--- src/rtl/i2c_pkg.sv ---
// Shared types and constants for the I2C register target.
package i2c_pkg;

  typedef enum logic [3:0] {
    IDLE, ADDR, ADDR_ACK, PTR, PTR_ACK, WDATA, WDATA_ACK, RDATA, RDATA_ACK, IGNORE
  } tgt_state_t;

  localparam logic [1:0]  REG_TEMP    = 2'b00;
  localparam logic [1:0]  REG_CFG     = 2'b01;
  localparam logic [1:0]  REG_GEN     = 2'b10;
  localparam logic [1:0]  REG_DEF     = 2'b11;
  localparam logic [15:0] DEFAULT_VAL = 16'h9821;

  // Byte 0 is the high byte, byte 1 the low byte, anything later reads as zero.
  function automatic logic [7:0] sel_byte(input logic [15:0] src, input logic [1:0] idx);
    case (idx)
      2'd0:    return src[15:8];
      2'd1:    return src[7:0];
      default: return 8'h00;
    endcase
  endfunction

endpackage

--- src/rtl/i2c_bus_sync.sv ---
// Two-flop synchronizers for SCL/SDA plus edge, START and STOP detection.
module i2c_bus_sync (
  input  logic clk,
  input  logic rst_n,
  input  logic scl_i,
  input  logic sda_i,
  output logic scl_rise,
  output logic scl_fall,
  output logic sda_s,
  output logic start_det,
  output logic stop_det
);

  logic [1:0] scl_ff, sda_ff;
  logic       scl_d, sda_d;
  logic       scl_s;

  // Flops reset to the idle-bus level so leaving reset creates no false edges.
  always_ff @(posedge clk) begin
    if (!rst_n) begin
      scl_ff <= 2'b11;
      sda_ff <= 2'b11;
      scl_d  <= 1'b1;
      sda_d  <= 1'b1;
    end else begin
      scl_ff <= {scl_ff[0], scl_i};
      sda_ff <= {sda_ff[0], sda_i};
      scl_d  <= scl_ff[1];
      sda_d  <= sda_ff[1];
    end
  end

  assign scl_s     = scl_ff[1];
  assign sda_s     = sda_ff[1];
  assign scl_rise  = scl_s & ~scl_d;
  assign scl_fall  = ~scl_s & scl_d;
  assign start_det = scl_s & scl_d & sda_d & ~sda_s;
  assign stop_det  = scl_s & scl_d & ~sda_d & sda_s;

endmodule

--- src/rtl/i2c_reg_target.sv ---
// I2C target with pointer register and a 4-entry register file (temp/cfg/gen/default).
//
// state     | meaning
// IDLE      | waiting for START
// ADDR      | shifting in address byte
// ADDR_ACK  | ACK clock after address match
// PTR       | shifting in pointer byte
// PTR_ACK   | ACK clock after pointer
// WDATA     | shifting in write data bytes
// WDATA_ACK | ACK/NACK clock after a data byte
// RDATA     | driving a read byte MSB first
// RDATA_ACK | SDA released, sampling master ACK
// IGNORE    | not addressed or master NACKed; wait for START/STOP
module i2c_reg_target
  import i2c_pkg::*;
#(
  parameter logic [6:0]  SLAVE_ADDR  = 7'h48,
  parameter logic [15:0] DEFAULT_VAL = i2c_pkg::DEFAULT_VAL,
  parameter logic [7:0]  CFG_RST     = 8'h00,
  parameter logic [7:0]  GEN_RST     = 8'h00
) (
  input  logic        clk,
  input  logic        rst_n,
  input  logic        scl_i,
  input  logic        sda_i,
  output logic        sda_oe,
  input  logic [15:0] temp_data,
  output logic [7:0]  config_reg,
  output logic [7:0]  general_reg,
  output logic        wr_strobe,
  output logic        busy
);

  logic scl_rise, scl_fall, sda_s, start_det, stop_det;

  i2c_bus_sync u_sync (
    .clk       (clk),
    .rst_n     (rst_n),
    .scl_i     (scl_i),
    .sda_i     (sda_i),
    .scl_rise  (scl_rise),
    .scl_fall  (scl_fall),
    .sda_s     (sda_s),
    .start_det (start_det),
    .stop_det  (stop_det)
  );

  tgt_state_t  state, state_n;
  logic [2:0]  bit_cnt, bit_cnt_n;
  logic [6:0]  shift, shift_n;
  logic [7:0]  pointer, pointer_n;
  logic [15:0] shadow, shadow_n;
  logic [1:0]  byte_idx, byte_idx_n;
  logic        ack_val, ack_val_n;
  logic        ack_phase, ack_phase_n;
  logic        rd, rd_n;
  logic        wr_first, wr_first_n;
  logic        sda_oe_n, busy_n, wr_strobe_n;
  logic [7:0]  config_n, general_n;

  logic [7:0]  rx_byte;
  logic [15:0] tx_src;
  logic [7:0]  tx_byte, tx_first, tx_next;
  logic [1:0]  nxt_idx;
  logic        unused_ptr_hi;

  assign rx_byte       = {shift, sda_s};
  assign nxt_idx       = (byte_idx == 2'd2) ? 2'd2 : byte_idx + 2'd1;
  assign tx_byte       = sel_byte(tx_src, byte_idx);
  assign tx_first      = sel_byte(tx_src, 2'd0);
  assign tx_next       = sel_byte(tx_src, nxt_idx);
  assign unused_ptr_hi = ^pointer[7:2];

  always_comb begin
    tx_src = DEFAULT_VAL;
    case (pointer[1:0])
      REG_TEMP: tx_src = shadow;
      REG_CFG:  tx_src = {config_reg, 8'h00};
      REG_GEN:  tx_src = {general_reg, 8'h00};
      REG_DEF:  tx_src = DEFAULT_VAL;
      default:  tx_src = DEFAULT_VAL;
    endcase
  end

  always_ff @(posedge clk) begin
    if (!rst_n) begin
      state       <= IDLE;
      bit_cnt     <= 3'd7;
      shift       <= '0;
      pointer     <= 8'h00;
      shadow      <= '0;
      byte_idx    <= '0;
      ack_val     <= 1'b0;
      ack_phase   <= 1'b0;
      rd          <= 1'b0;
      wr_first    <= 1'b0;
      sda_oe      <= 1'b0;
      busy        <= 1'b0;
      wr_strobe   <= 1'b0;
      config_reg  <= CFG_RST;
      general_reg <= GEN_RST;
    end else begin
      state       <= state_n;
      bit_cnt     <= bit_cnt_n;
      shift       <= shift_n;
      pointer     <= pointer_n;
      shadow      <= shadow_n;
      byte_idx    <= byte_idx_n;
      ack_val     <= ack_val_n;
      ack_phase   <= ack_phase_n;
      rd          <= rd_n;
      wr_first    <= wr_first_n;
      sda_oe      <= sda_oe_n;
      busy        <= busy_n;
      wr_strobe   <= wr_strobe_n;
      config_reg  <= config_n;
      general_reg <= general_n;
    end
  end

  always_comb begin
    state_n     = state;
    bit_cnt_n   = bit_cnt;
    shift_n     = shift;
    pointer_n   = pointer;
    shadow_n    = shadow;
    byte_idx_n  = byte_idx;
    ack_val_n   = ack_val;
    ack_phase_n = ack_phase;
    rd_n        = rd;
    wr_first_n  = wr_first;
    sda_oe_n    = sda_oe;
    busy_n      = busy;
    wr_strobe_n = 1'b0;
    config_n    = config_reg;
    general_n   = general_reg;

    if (stop_det) begin
      state_n  = IDLE;
      busy_n   = 1'b0;
      sda_oe_n = 1'b0;
    end else if (start_det) begin
      state_n   = ADDR;
      bit_cnt_n = 3'd7;
      sda_oe_n  = 1'b0;
    end else begin
      case (state)
        ADDR, PTR, WDATA: begin
          if (scl_rise) begin
            shift_n = rx_byte[6:0];
            if (bit_cnt != 3'd0) begin
              bit_cnt_n = bit_cnt - 3'd1;
            end else begin
              ack_phase_n = 1'b0;
              ack_val_n   = 1'b1;
              if (state == ADDR) begin
                if (rx_byte[7:1] == SLAVE_ADDR) begin
                  state_n = ADDR_ACK;
                  busy_n  = 1'b1;
                  rd_n    = rx_byte[0];
                  if (rx_byte[0]) shadow_n = temp_data;
                end else begin
                  state_n = IGNORE;
                  busy_n  = 1'b0;
                end
              end else if (state == PTR) begin
                state_n   = PTR_ACK;
                pointer_n = rx_byte;
              end else begin
                state_n    = WDATA_ACK;
                wr_first_n = 1'b0;
                ack_val_n  = 1'b0;
                if (wr_first && (pointer[1:0] == REG_CFG || pointer[1:0] == REG_GEN)) begin
                  ack_val_n   = 1'b1;
                  wr_strobe_n = 1'b1;
                  if (pointer[1:0] == REG_CFG) config_n = rx_byte;
                  else general_n = rx_byte;
                end
              end
            end
          end
        end
        RDATA: begin
          if (scl_fall) sda_oe_n = ~tx_byte[bit_cnt];
          if (scl_rise) begin
            if (bit_cnt != 3'd0) begin
              bit_cnt_n = bit_cnt - 3'd1;
            end else begin
              state_n     = RDATA_ACK;
              ack_val_n   = 1'b0;
              ack_phase_n = 1'b0;
            end
          end
        end
        ADDR_ACK, PTR_ACK, WDATA_ACK, RDATA_ACK: begin
          if (state == RDATA_ACK && ack_phase && scl_rise && sda_s) begin
            state_n = IGNORE;
          end else if (scl_fall) begin
            if (!ack_phase) begin
              sda_oe_n    = ack_val;
              ack_phase_n = 1'b1;
            end else begin
              sda_oe_n  = 1'b0;
              bit_cnt_n = 3'd7;
              case (state)
                ADDR_ACK: begin
                  if (rd) begin
                    state_n    = RDATA;
                    byte_idx_n = 2'd0;
                    sda_oe_n   = ~tx_first[7];
                  end else begin
                    state_n = PTR;
                  end
                end
                PTR_ACK: begin
                  state_n    = WDATA;
                  wr_first_n = 1'b1;
                end
                RDATA_ACK: begin
                  state_n    = RDATA;
                  byte_idx_n = nxt_idx;
                  sda_oe_n   = ~tx_next[7];
                end
                default: state_n = WDATA;
              endcase
            end
          end
        end
        IDLE, IGNORE: ;
        default: state_n = IDLE;
      endcase
    end
  end

endmodule

--- config.mk ---
export PLATFORM = sky130hd
export DESIGN_NAME = i2c_reg_target
export DESIGN_NICKNAME = d
export VERILOG_FILES = /design/src/rtl/i2c_pkg.sv /design/src/rtl/i2c_bus_sync.sv /design/src/rtl/i2c_reg_target.sv
export SDC_FILE = /design/constraint.sdc
export NUM_CORES = 1
export LEC_CHECK = 0
export ABC_CLOCK_PERIOD_IN_PS = 5500
export CORE_ASPECT_RATIO = 0.6
export CORE_MARGIN = 2
export CORE_UTILIZATION = 55
export DETAILED_ROUTE_END_ITERATION = 10
export PLACE_DENSITY = 0.9
export SLEW_MARGIN = 20
export SYNTH_ARGS = -nofsm -noshare
export SYNTH_HDL_FRONTEND = slang
export SYNTH_SLANG_ARGS = --single-unit
--- constraint.sdc ---
create_clock -name clk -period 5.5 [get_ports clk]
set_input_delay 0.55 -clock clk [delete_from_list [all_inputs] [get_ports clk]]
set_output_delay 0.55 -clock clk [all_outputs]
set_load 0.01 [all_outputs]
==> impl_metrics.py, run 1 <==
metrics = {
    "clocking": {
        "path_clk_slew_ns": 0.08,
        "cts_resized": 0,
        "htreeDepth": 3,
        "post-cts-setup-buffers": 0,
        "hold_buffers": 0,
        "cts_max_path_buffers": 2,
        "root_buffer": "clkbuf_8",
        "cts_tree": "done",
        "clock-sinks": 63,
        "clk_latency_ns": 0.34,
        "cts_buffers": 9,
    },
    "global_routing": {
        "grt_pass1_vias": 2718,
        "antenna_found_initial": 0,
        "overflow": 0,
        "grt_max_degree": 61,
        "grtUsageTotal": 0.262,
        "grt_first_pass_wirelength_mm": 13.8,
    },
    "pwr": {
        "p_per_area_nw_per_um2": 293,
        "total_power_mw": 1.14,
        "peakVddDrop_v": 0.000150,
        "p_leak_nw": 1.53,
    },
    "final_layout": {
        "finish.instance_area_sq_um": 3910,
        "n_antenna_cell": 0,
        "largest_reg_flops": 16,
        "area_delta_synth_final_pct": 17.0,
        "fin_util": 0.683,
        "layout-drive-gt1-share": 0.0613,
        "fin_nets": 433,
    },
    "synth": {
        "yosys_warnings": 0,
        "synth-simple-area-share": 0.253,
        "synthMuxAreaShare": 0.111,
        "synthArstFlopShare": 0,
        "yosysUniqueCellTypes": 53,
        "syn-num-nets": 407,
        "ys_seq_area_frac": 0.377,
        "avgSynthCellArea_sq_um": 8.86,
        "synth_compound_area_frac": 0.168,
        "synth_flop_cell": "dfxtp_1",
        "syn_area_sq_um": 3340,
        "syn_inst": 377,
        "synth-xor-area-share": 0.00524,
        "synth_seq_cells": 63,
        "synth_top_family_by_area": "simple AND/OR/NAND/NOR gates",
        "synthAdderAreaFrac": 0.0374,
        "synth_edf_count": 0,
    },
    "routing": {
        "dr.pass1.iters": 5,
        "drcViolationCount": 0,
        "wl_per_cell_um": 17.5,
        "drt_first_iter_violations": 222,
        "drt-total-wl_mm": 8.54,
        "num_vias": 2935,
        "via_per_inst": 6.01,
        "antenna_left": 0,
    },
    "placed_design": {
        "dpl_cell_area_sq_um": 3710,
        "hpwl_mm": 5.95,
        "place_congestion": 0.955,
        "port-buffer-count": 38,
    },
    "timing": {
        "setup_viol": 0,
        "worstMarginPinSlew_ns": 1.02,
        "rsz0062_at_grt": "false",
        "slew_viol_final": 0,
        "fin_setup_tns_ns": 0,
        "period_needed_ns": 3.22,
        "clock.fmax_ghz": 0.311,
        "slew_headroom": 0.316,
        "finalHoldViolations": 0,
        "holdWs_ns": 0.416,
        "fin_crit_sh": 0.586,
        "skew_ns": 0.00958,
    },
    "setup_path": {
        "crit_top_cell": "nand3_1",
        "cp_slowest_stage_delay_ns": 0.76,
        "worst-setup-path-type": "reg -> reg",
        "cp.arrival_ns": 3.45,
        "cp_max_fo": 17,
        "crit_chain": "and2b_1 -> nand3_1 -> nor2_1 -> nand3_1 -> mux2i_1 -> nor2b_1",
        "worstPathRequired_ns": 5.73,
        "crit_path_start_kind": "flip-flop",
        "end_kind": "flip-flop",
        "critPathSlowestCell": "nand3_1",
    },
    "floorplanning": {
        "rows": 21,
        "core_area_sq_um": 5730,
        "chipHeight_um": 64.4,
        "dieArea_sq_um": 6740,
        "start_util": 0.583,
        "ios": 39,
        "die_width_um": 105,
    },
    "min_path": {
        "hold_path.class": "reg -> reg",
    },
    "run": {
        "maxCapViolCount": 0,
    },
    "outcome": {
        "status": "finished clean",
    },
}
==> synth_stat cells, types with 2 or more instances <==
cell type   n  area (sq um)
a2111oi_0   2          17.5
a211o_1     2          17.5
a21boi_0   11          82.6
a21oi_1    13          65.1
a221oi_1    6          52.6
a311oi_1    5          43.8
a31oi_1     3          18.8
a32oi_1     3          26.3
and2b_1     2          15.0
and3_1      2          12.5
buf_2       4          20.0
buf_4       3          22.5
clkbuf_1   15          56.3
dfxtp_1    63          1260
ha_1       10           125
inv_1      12          45.0
mux2i_1    36           360
nand2_1    30           113
nand2b_1   15          93.8
nand3_1    17          85.1
nand4_1     2          12.5
nor2_1     18          67.6
nor2b_1    38           238
nor3_1      8          40.0
nor4_1      2          12.5
nor4_4      2          42.5
o21ai_0    25           125
o22ai_1     3          18.8
==> final cells by class <==
cell class              instances  area (sq um)
well taps                      80           100
clock inverters                 7          72.6
multi-input cells             278          1920
inverters                      12          45.0
clock buffers                   9           124
fillers                       492          1820
flip-flops and latches         63          1260
repair buffers                 39           388
==> per-stage QoR <==
stage,instances,setup slack [ns]
after floorplan,377,3.40
after global placement,472,2.59
after detailed placement,472,2.35
after CTS,488,2.31
after global routing,488,2.01
final,488,2.28
==> worst max-delay path: cells and delay by family, from the launching register on <==
family,cells,cell delay [ns]
mux,1,0.44
flops,1,0.61
simple gates,5,2.05
==> where the power goes <==
group	internal, mW	total, mW	switching, mW
Clock	0.210	0.402	0.192
Combinational	0.101	0.237	0.136
Sequential	0.468	0.506	0.0378
Total	0.779	1.14	0.366
==> kinds of logic after synthesis <==
group | after synthesis
DFF | 63
adders and majority gates | 10
AOI/OAI and AO/OA | 82
and+or+nand+nor | 147
buffers and inverters | 36
xor gates and xnor gates | 2
muxes | 37
==> routing by layer <==
layer,vias to the layer above,share of wire,track usage
met4,0,0.016,0.0883
met3,18,0.097,0.0847
li1,1387,-,-
met5,-,0,0
met2,141,0.42,0.382
met1,1389,0.47,0.365
==> final timing paths <==
check | from | endpoint | slack, ns | depth (start not counted)
worst min register to register | u_sync.sda_ff[0]$_SDFF_PN1_ | u_sync.sda_ff[1]$_SDFF_PN1_ | 0.42 | 1
worst max-delay path | state[0]$_SDFFE_PP0P_ | shadow[9]$_SDFFE_PN0P_ | 2.28 | 6
worst max register to register | state[0]$_SDFFE_PP0P_ | shadow[9]$_SDFFE_PN0P_ | 2.28 | 6
worst min-delay path | u_sync.sda_ff[0]$_SDFF_PN1_ | u_sync.sda_ff[1]$_SDFF_PN1_ | 0.42 | 1
==> layout by cell type (no fill, tap or decap), types with 3 or more instances in the layout <==
master,count
a21boi_0,11
a21oi_1,13
a221oi_1,6
a311oi_1,5
a31oi_1,3
a32oi_1,3
clkbuf_8,9
clkdlybuf4s50_1,38
dfxtp_1,63
ha_1,10
inv_1,12
mux2i_1,36
nand2_1,30
nand2b_1,15
nand3_1,17
nor2_1,18
nor2b_1,38
nor3_1,8
o21ai_0,25
o22ai_1,3
Power figures use the tool's default switching activity.
==> run 2: changes to the inputs <==
--- a/config.mk
+++ b/config.mk
@@ -5,12 +5,12 @@
 export SDC_FILE = /design/constraint.sdc
 export NUM_CORES = 1
 export LEC_CHECK = 0
-export ABC_CLOCK_PERIOD_IN_PS = 5500
+export ABC_CLOCK_PERIOD_IN_PS = 2820
 export CORE_ASPECT_RATIO = 0.6
 export CORE_MARGIN = 2
-export CORE_UTILIZATION = 55
+export CORE_UTILIZATION = 51
 export DETAILED_ROUTE_END_ITERATION = 10
-export PLACE_DENSITY = 0.9
+export PLACE_DENSITY = 0.88
 export SLEW_MARGIN = 20
 export SYNTH_ARGS = -nofsm -noshare
 export SYNTH_HDL_FRONTEND = slang
==> constraint.sdc (replaced) <==
create_clock -name clk -period 2.82 [get_ports clk]
set_input_delay 0.282 -clock clk [delete_from_list [all_inputs] [get_ports clk]]
set_output_delay 0.282 -clock clk [all_outputs]
set_load 0.01 [all_outputs]
==> run 2 against run 1 <==
  * Worst setup slack got worse by 1.8 ns
  * First-iteration DRC count rose by 23%
  * Largest power group is now clock
  * Critical path depth rose by 2
  * Via count fell by 0.41%
  * Combinational power rose by 110%
  * Sequential cell count did not move
  * Clock skew fell by 0.0029 ns
  * Highest routed layer unchanged
  * Fmax rose by 36%
  * Critical endpoint is now sda_oe$_SDFFE_PP0P_
==> impl_metrics.py, run 2 (synthesized netlist as in run 1, its figures left out) <==
metrics = {
    "setup_path": {
        "worstSetupEndpoint": "sda_oe$_SDFFE_PP0P_",
        "r2r_slack_ns": 0.45,
        "worst-r2r-cell-count": 8,
        "end_kind": "flip-flop",
        "crit_path_start": "pointer[0]$_SDFFE_PN0P_",
        "worstReg2RegEnd": "sda_oe$_SDFFE_PP0P_",
        "cp_max_fo": 10,
        "worst-setup-path-type": "reg -> reg",
        "r2r_start": "pointer[0]$_SDFFE_PN0P_",
        "worstPathRequired_ns": 3.09,
        "cp.arrival_ns": 2.63,
        "crit_path_start_kind": "flip-flop",
    },
    "floorplanning": {
        "dieArea_sq_um": 7240,
        "die_width_um": 109,
        "start_util": 0.537,
        "core_area_sq_um": 6220,
        "ios": 39,
        "chipHeight_um": 66.7,
        "rows": 22,
    },
    "routing": {
        "dr.pass1.iters": 5,
        "via_per_inst": 5.85,
        "drcViolationCount": 0,
        "antenna_left": 0,
        "wl_per_cell_um": 16.6,
        "drt-total-wl_mm": 8.28,
        "num_vias": 2923,
        "drt_first_iter_violations": 273,
    },
    "timing": {
        "slew_viol_final": 0,
        "finalHoldViolations": 0,
        "fin_setup_tns_ns": 0,
        "fin_crit_sh": 0.839,
        "clock.fmax_ghz": 0.423,
        "period_needed_ns": 2.37,
        "rsz0062_at_grt": "false",
        "setup_viol": 0,
        "slew_headroom": 0.488,
        "finalWorstSetupSlack_ns": 0.455,
        "holdWs_ns": 0.422,
        "skew_ns": 0.00666,
        "worstMarginPinSlew_ns": 0.757,
    },
    "placed_design": {
        "place_inst": 484,
        "dpl_cell_area_sq_um": 3780,
        "port-buffer-count": 38,
        "hpwl_mm": 5.88,
        "place_ws_ns": 0.566,
        "place_congestion": 0.920,
    },
    "pwr": {
        "peakVddDrop_v": 0.000369,
        "p_leak_nw": 1.59,
        "p_sw_frac": 0.292,
        "total_power_mw": 2.44,
        "pwr-share-comb": 0.204,
        "p_int_mw": 1.73,
        "p_clk_frac": 0.400,
        "seqPwrFrac": 0.397,
        "switching_power_uw": 713,
        "p_per_area_nw_per_um2": 607,
    },
    "final_layout": {
        "largest_reg_flops": 16,
        "final_common_cell": "dfxtp_1",
        "fin_util": 0.647,
        "fin_nets": 441,
        "final_cells": 500,
        "area_delta_synth_final_pct": 20.5,
        "finish.instance_area_sq_um": 4030,
        "layout_common_cells": "dfxtp_1 (63), nor2b_1 (38), clkdlybuf4s50_1 (38), mux2i_1 (36), nand2_1 (30)",
        "n_antenna_cell": 0,
        "layout-drive-gt1-share": 0.0769,
    },
    "global_routing": {
        "gr-max-usage-layer": "met2",
        "grtUsageMet2": 0.370,
        "antenna_found_initial": 0,
        "grtUsageMet3": 0.0841,
        "grt_pass1_vias": 2638,
        "grtUsageMet1": 0.321,
        "grt_first_pass_wirelength_mm": 13.1,
        "overflow": 0,
        "grtUsageTotal": 0.242,
        "grt_max_degree": 40,
    },
    "clocking": {
        "cts_tree": "done",
        "clock-sinks": 63,
        "cts_max_path_buffers": 2,
        "cts_resized": 0,
        "cts_buffers": 9,
        "clk_latency_ns": 0.35,
        "root_buffer": "clkbuf_8",
        "htreeDepth": 3,
        "path_clk_slew_ns": 0.07,
        "post-cts-setup-buffers": 0,
        "hold_buffers": 0,
    },
    "outcome": {
        "status": "finished clean",
    },
    "run": {
        "maxCapViolCount": 0,
    },
    "min_path": {
        "hold_path.class": "reg -> reg",
    },
}
-- run 2: worst min-delay path by stage --
stage,start,end,slack (ns),cells after the start
floorplan,scl_i,u_sync.scl_ff[0]$_SDFF_PN1_,0.38,1
global placement,u_sync.scl_ff[0]$_SDFF_PN1_,u_sync.scl_ff[1]$_SDFF_PN1_,0.39,1
detailed placement,u_sync.scl_ff[0]$_SDFF_PN1_,u_sync.scl_ff[1]$_SDFF_PN1_,0.41,1
CTS,u_sync.scl_ff[0]$_SDFF_PN1_,u_sync.scl_ff[1]$_SDFF_PN1_,0.43,1
global route,u_sync.sda_ff[0]$_SDFF_PN1_,u_sync.sda_ff[1]$_SDFF_PN1_,0.44,1
finish,u_sync.sda_ff[0]$_SDFF_PN1_,u_sync.sda_ff[1]$_SDFF_PN1_,0.42,1
-- run 2: final cells by class --
type,count,area (sq um)
fill,525,2190
multi-input combinational,278,1920
sequential,63,1260
timing repair buffer,47,448
clock buffer,11,141
clock inverter,5,105
tap,84,105
inverter,12,45.0
-- run 2: worst max-delay path: stages (launching register included) --
cell       delay, ns
dfxtp_1         0.35
inv_1           0.09
ha_1            0.39
mux2_2          0.39
a21oi_1         0.16
o21ai_0         0.13
a2111oi_0       0.43
nor4_1          0.14
nor3_1          0.20
-- run 2: per-layer routing --
layer | wire (um) | vias to the layer above
met5 | 0 | -
met4 | 94 | 0
met3 | 717 | 13
met2 | 3600 | 121
met1 | 3860 | 1375
li1 | - | 1414
-- run 2: power by group through the flow --
stage	Clock [mW]	Combinational, mW	Sequential [mW]
global placement	0	0.465	0.983
floorplan	0	0.405	0.957
global route	1.02	0.546	0.975
finish	0.977	0.498	0.969
CTS	0.978	0.488	0.967
detailed placement	0	0.484	0.988
==> run 3: changes to the inputs <==
--- a/config.mk
+++ b/config.mk
@@ -5,12 +5,12 @@
 export SDC_FILE = /design/constraint.sdc
 export NUM_CORES = 1
 export LEC_CHECK = 0
-export ABC_CLOCK_PERIOD_IN_PS = 2820
+export ABC_CLOCK_PERIOD_IN_PS = 2300
 export CORE_ASPECT_RATIO = 0.6
 export CORE_MARGIN = 2
-export CORE_UTILIZATION = 51
+export CORE_UTILIZATION = 55
 export DETAILED_ROUTE_END_ITERATION = 10
-export PLACE_DENSITY = 0.88
+export PLACE_DENSITY = 0.9
 export SLEW_MARGIN = 20
 export SYNTH_ARGS = -nofsm -noshare
 export SYNTH_HDL_FRONTEND = slang
==> constraint.sdc (replaced) <==
create_clock -name clk -period 2.3 [get_ports clk]
set_input_delay 0.23 -clock clk [delete_from_list [all_inputs] [get_ports clk]]
set_output_delay 0.23 -clock clk [all_outputs]
set_load 0.01 [all_outputs]
==> run 3 against run 2 <==
  * Die area decreased by 6.9%
  * Fmax increased by 12%
  * Register-to-register slack got worse by 0.27 ns
  * Clock power about the same
  * Design area increased by 0.47%
  * Critical path depth increased by 1
  * Routed wire length increased by 4.0%
  * Largest cell class unchanged
  * Largest power group is now sequential cells
==> impl_metrics.py, run 3 (synthesized netlist as in run 1, its figures left out) <==
metrics = {
    "timing": {
        "fin_crit_sh": 0.920,
        "slew_viol_final": 0,
        "setup_viol": 0,
        "worstMarginPinSlew_ns": 0.705,
        "period_needed_ns": 2.12,
        "skew_ns": 0.0111,
        "finalHoldViolations": 0,
        "clock.fmax_ghz": 0.473,
        "finalWorstSetupSlack_ns": 0.184,
        "fin_setup_tns_ns": 0,
        "holdWs_ns": 0.406,
        "slew_headroom": 0.525,
        "rsz0062_at_grt": "false",
    },
    "routing": {
        "wl_per_cell_um": 17.1,
        "via_per_inst": 5.96,
        "drt_first_iter_violations": 313,
        "antenna_left": 0,
        "drcViolationCount": 0,
        "dr.pass1.iters": 6,
        "num_vias": 2991,
        "drt-total-wl_mm": 8.61,
    },
    "global_routing": {
        "grt_max_degree": 35,
        "grt_first_pass_wirelength_mm": 14.1,
        "antenna_found_initial": 0,
        "overflow": 0,
        "grtUsageTotal": 0.269,
        "grt_pass1_vias": 2768,
    },
    "placed_design": {
        "place_inst": 485,
        "port-buffer-count": 38,
        "place_ws_ns": 0.170,
        "place_congestion": 0.980,
        "hpwl_mm": 6.13,
    },
    "final_layout": {
        "area_delta_synth_final_pct": 21.0,
        "largest_reg_flops": 16,
        "n_antenna_cell": 0,
        "seq_area_sq_um": 1260,
        "final_common_cell": "dfxtp_1",
        "fill_cells": 443,
        "final_cells": 502,
        "layout_common_cells": "dfxtp_1 (61), nor2b_1 (38), clkdlybuf4s50_1 (38), mux2i_1 (36), nand2_1 (30)",
        "multi_input_area_sq_um": 1940,
        "layout-drive-gt1-share": 0.109,
        "fin_nets": 447,
    },
    "floorplanning": {
        "core_area_sq_um": 5730,
        "die_width_um": 105,
        "start_util": 0.583,
        "chipHeight_um": 64.4,
        "rows": 21,
        "dieArea_sq_um": 6740,
        "ios": 39,
    },
    "clocking": {
        "hold_buffers": 0,
        "path_clk_slew_ns": 0.08,
        "htreeDepth": 3,
        "cts_tree": "done",
        "clk_latency_ns": 0.35,
        "cts_buffers": 9,
        "root_buffer": "clkbuf_8",
        "cts_max_path_buffers": 2,
        "clock-sinks": 63,
    },
    "pwr": {
        "p_per_area_nw_per_um2": 698,
        "peakVddDrop_v": 0.000377,
        "total_power_mw": 2.82,
        "p_leak_nw": 1.62,
    },
    "outcome": {
        "status": "finished clean",
    },
    "setup_path": {
        "cp.arrival_ns": 2.36,
        "crit_chain": "inv_1 -> ha_1 -> nand2b_2 -> a32oi_1 -> o22ai_1 -> a311oi_4 -> buf_4 -> nor2_1 -> a311oi_1",
        "end_kind": "flip-flop",
        "cp_max_fo": 7,
        "worst-setup-path-type": "reg -> reg",
        "worstPathRequired_ns": 2.55,
        "critPathSlowestCell": "dfxtp_1",
        "cp_slowest_stage_delay_ns": 0.36,
        "crit_path_start_kind": "flip-flop",
    },
    "run": {
        "maxCapViolCount": 0,
    },
    "min_path": {
        "hold_path.class": "reg -> reg",
    },
}
run 3: changes by cell type in the layout (fill, tap and decap cells not counted), sizes merged:
cell / delta
bufinv: -2
inv: +3
clkbuf: -2
buf: +6
clkinvlp: -1
clkinv: +2
run 3: what timing repair did:
action / 4_1_cts / 5_1_grt
gates resized for setup: 0 / 9
buffers inserted: 0 / 1
endpoints found under the setup margin: 0 / 10
run 3: path summary, 6_finish.rpt:
kind	cells after the start	end	startpoint	slack (ns)
setup / recovery	9	state[2]$_SDFFE_PP0P_	bit_cnt[1]$_SDFFE_PN1P_	0.18
hold / removal	1	u_sync.scl_ff[1]$_SDFF_PN1_	u_sync.scl_ff[0]$_SDFF_PN1_	0.41
hold reg to reg	1	u_sync.scl_ff[1]$_SDFF_PN1_	u_sync.scl_ff[0]$_SDFF_PN1_	0.41
setup reg to reg	9	state[2]$_SDFFE_PP0P_	bit_cnt[1]$_SDFFE_PN1P_	0.18
run 3: power breakdown:
part           total (mW)  leakage [nW]  internal [mW]  switching (mW)
logic               0.621          1.01          0.276           0.345
clock network        1.00         0.102          0.515           0.490
registers            1.20         0.510           1.12          0.0756
total                2.82          1.62           1.91           0.910
run 3: metrics by stage:
| step | util | instance area, sq um |
|---|---|---|
| after floorplan | - | 3340 |
| after global placement | 0.666 | 3810 |
| after detailed placement | 0.666 | 3810 |
| after CTS | 0.701 | 4020 |
| after global routing | 0.706 | 4050 |
| final | 0.706 | 4050 |
run 3: worst max-delay path: cells and delay by family (launching register included):
kind                     cells  cell delay, ns
adder cells (fa/ha/maj)      1            0.20
flip-flops                   1            0.36
AO/OA/AOI/OAI                4            0.92
buffers and inverters        2            0.33
AND/OR/NAND/NOR              2            0.19
run 3: per-layer routing:
layer  wire length, um  track usage
met4               210       0.0867
met1              3960        0.383
met3               832       0.0796
met5                 0            0
met2              3610        0.388
run 3: area by class of cell:
class / count / share of cell area
clock inverters: 7 / 0.0198
repair buffers: 53 / 0.122
clock buffers: 9 / 0.0306
flip-flops and latches: 63 / 0.312
inverters: 12 / 0.0111
well taps: 80 / 0.0247
multi-input cells: 278 / 0.479
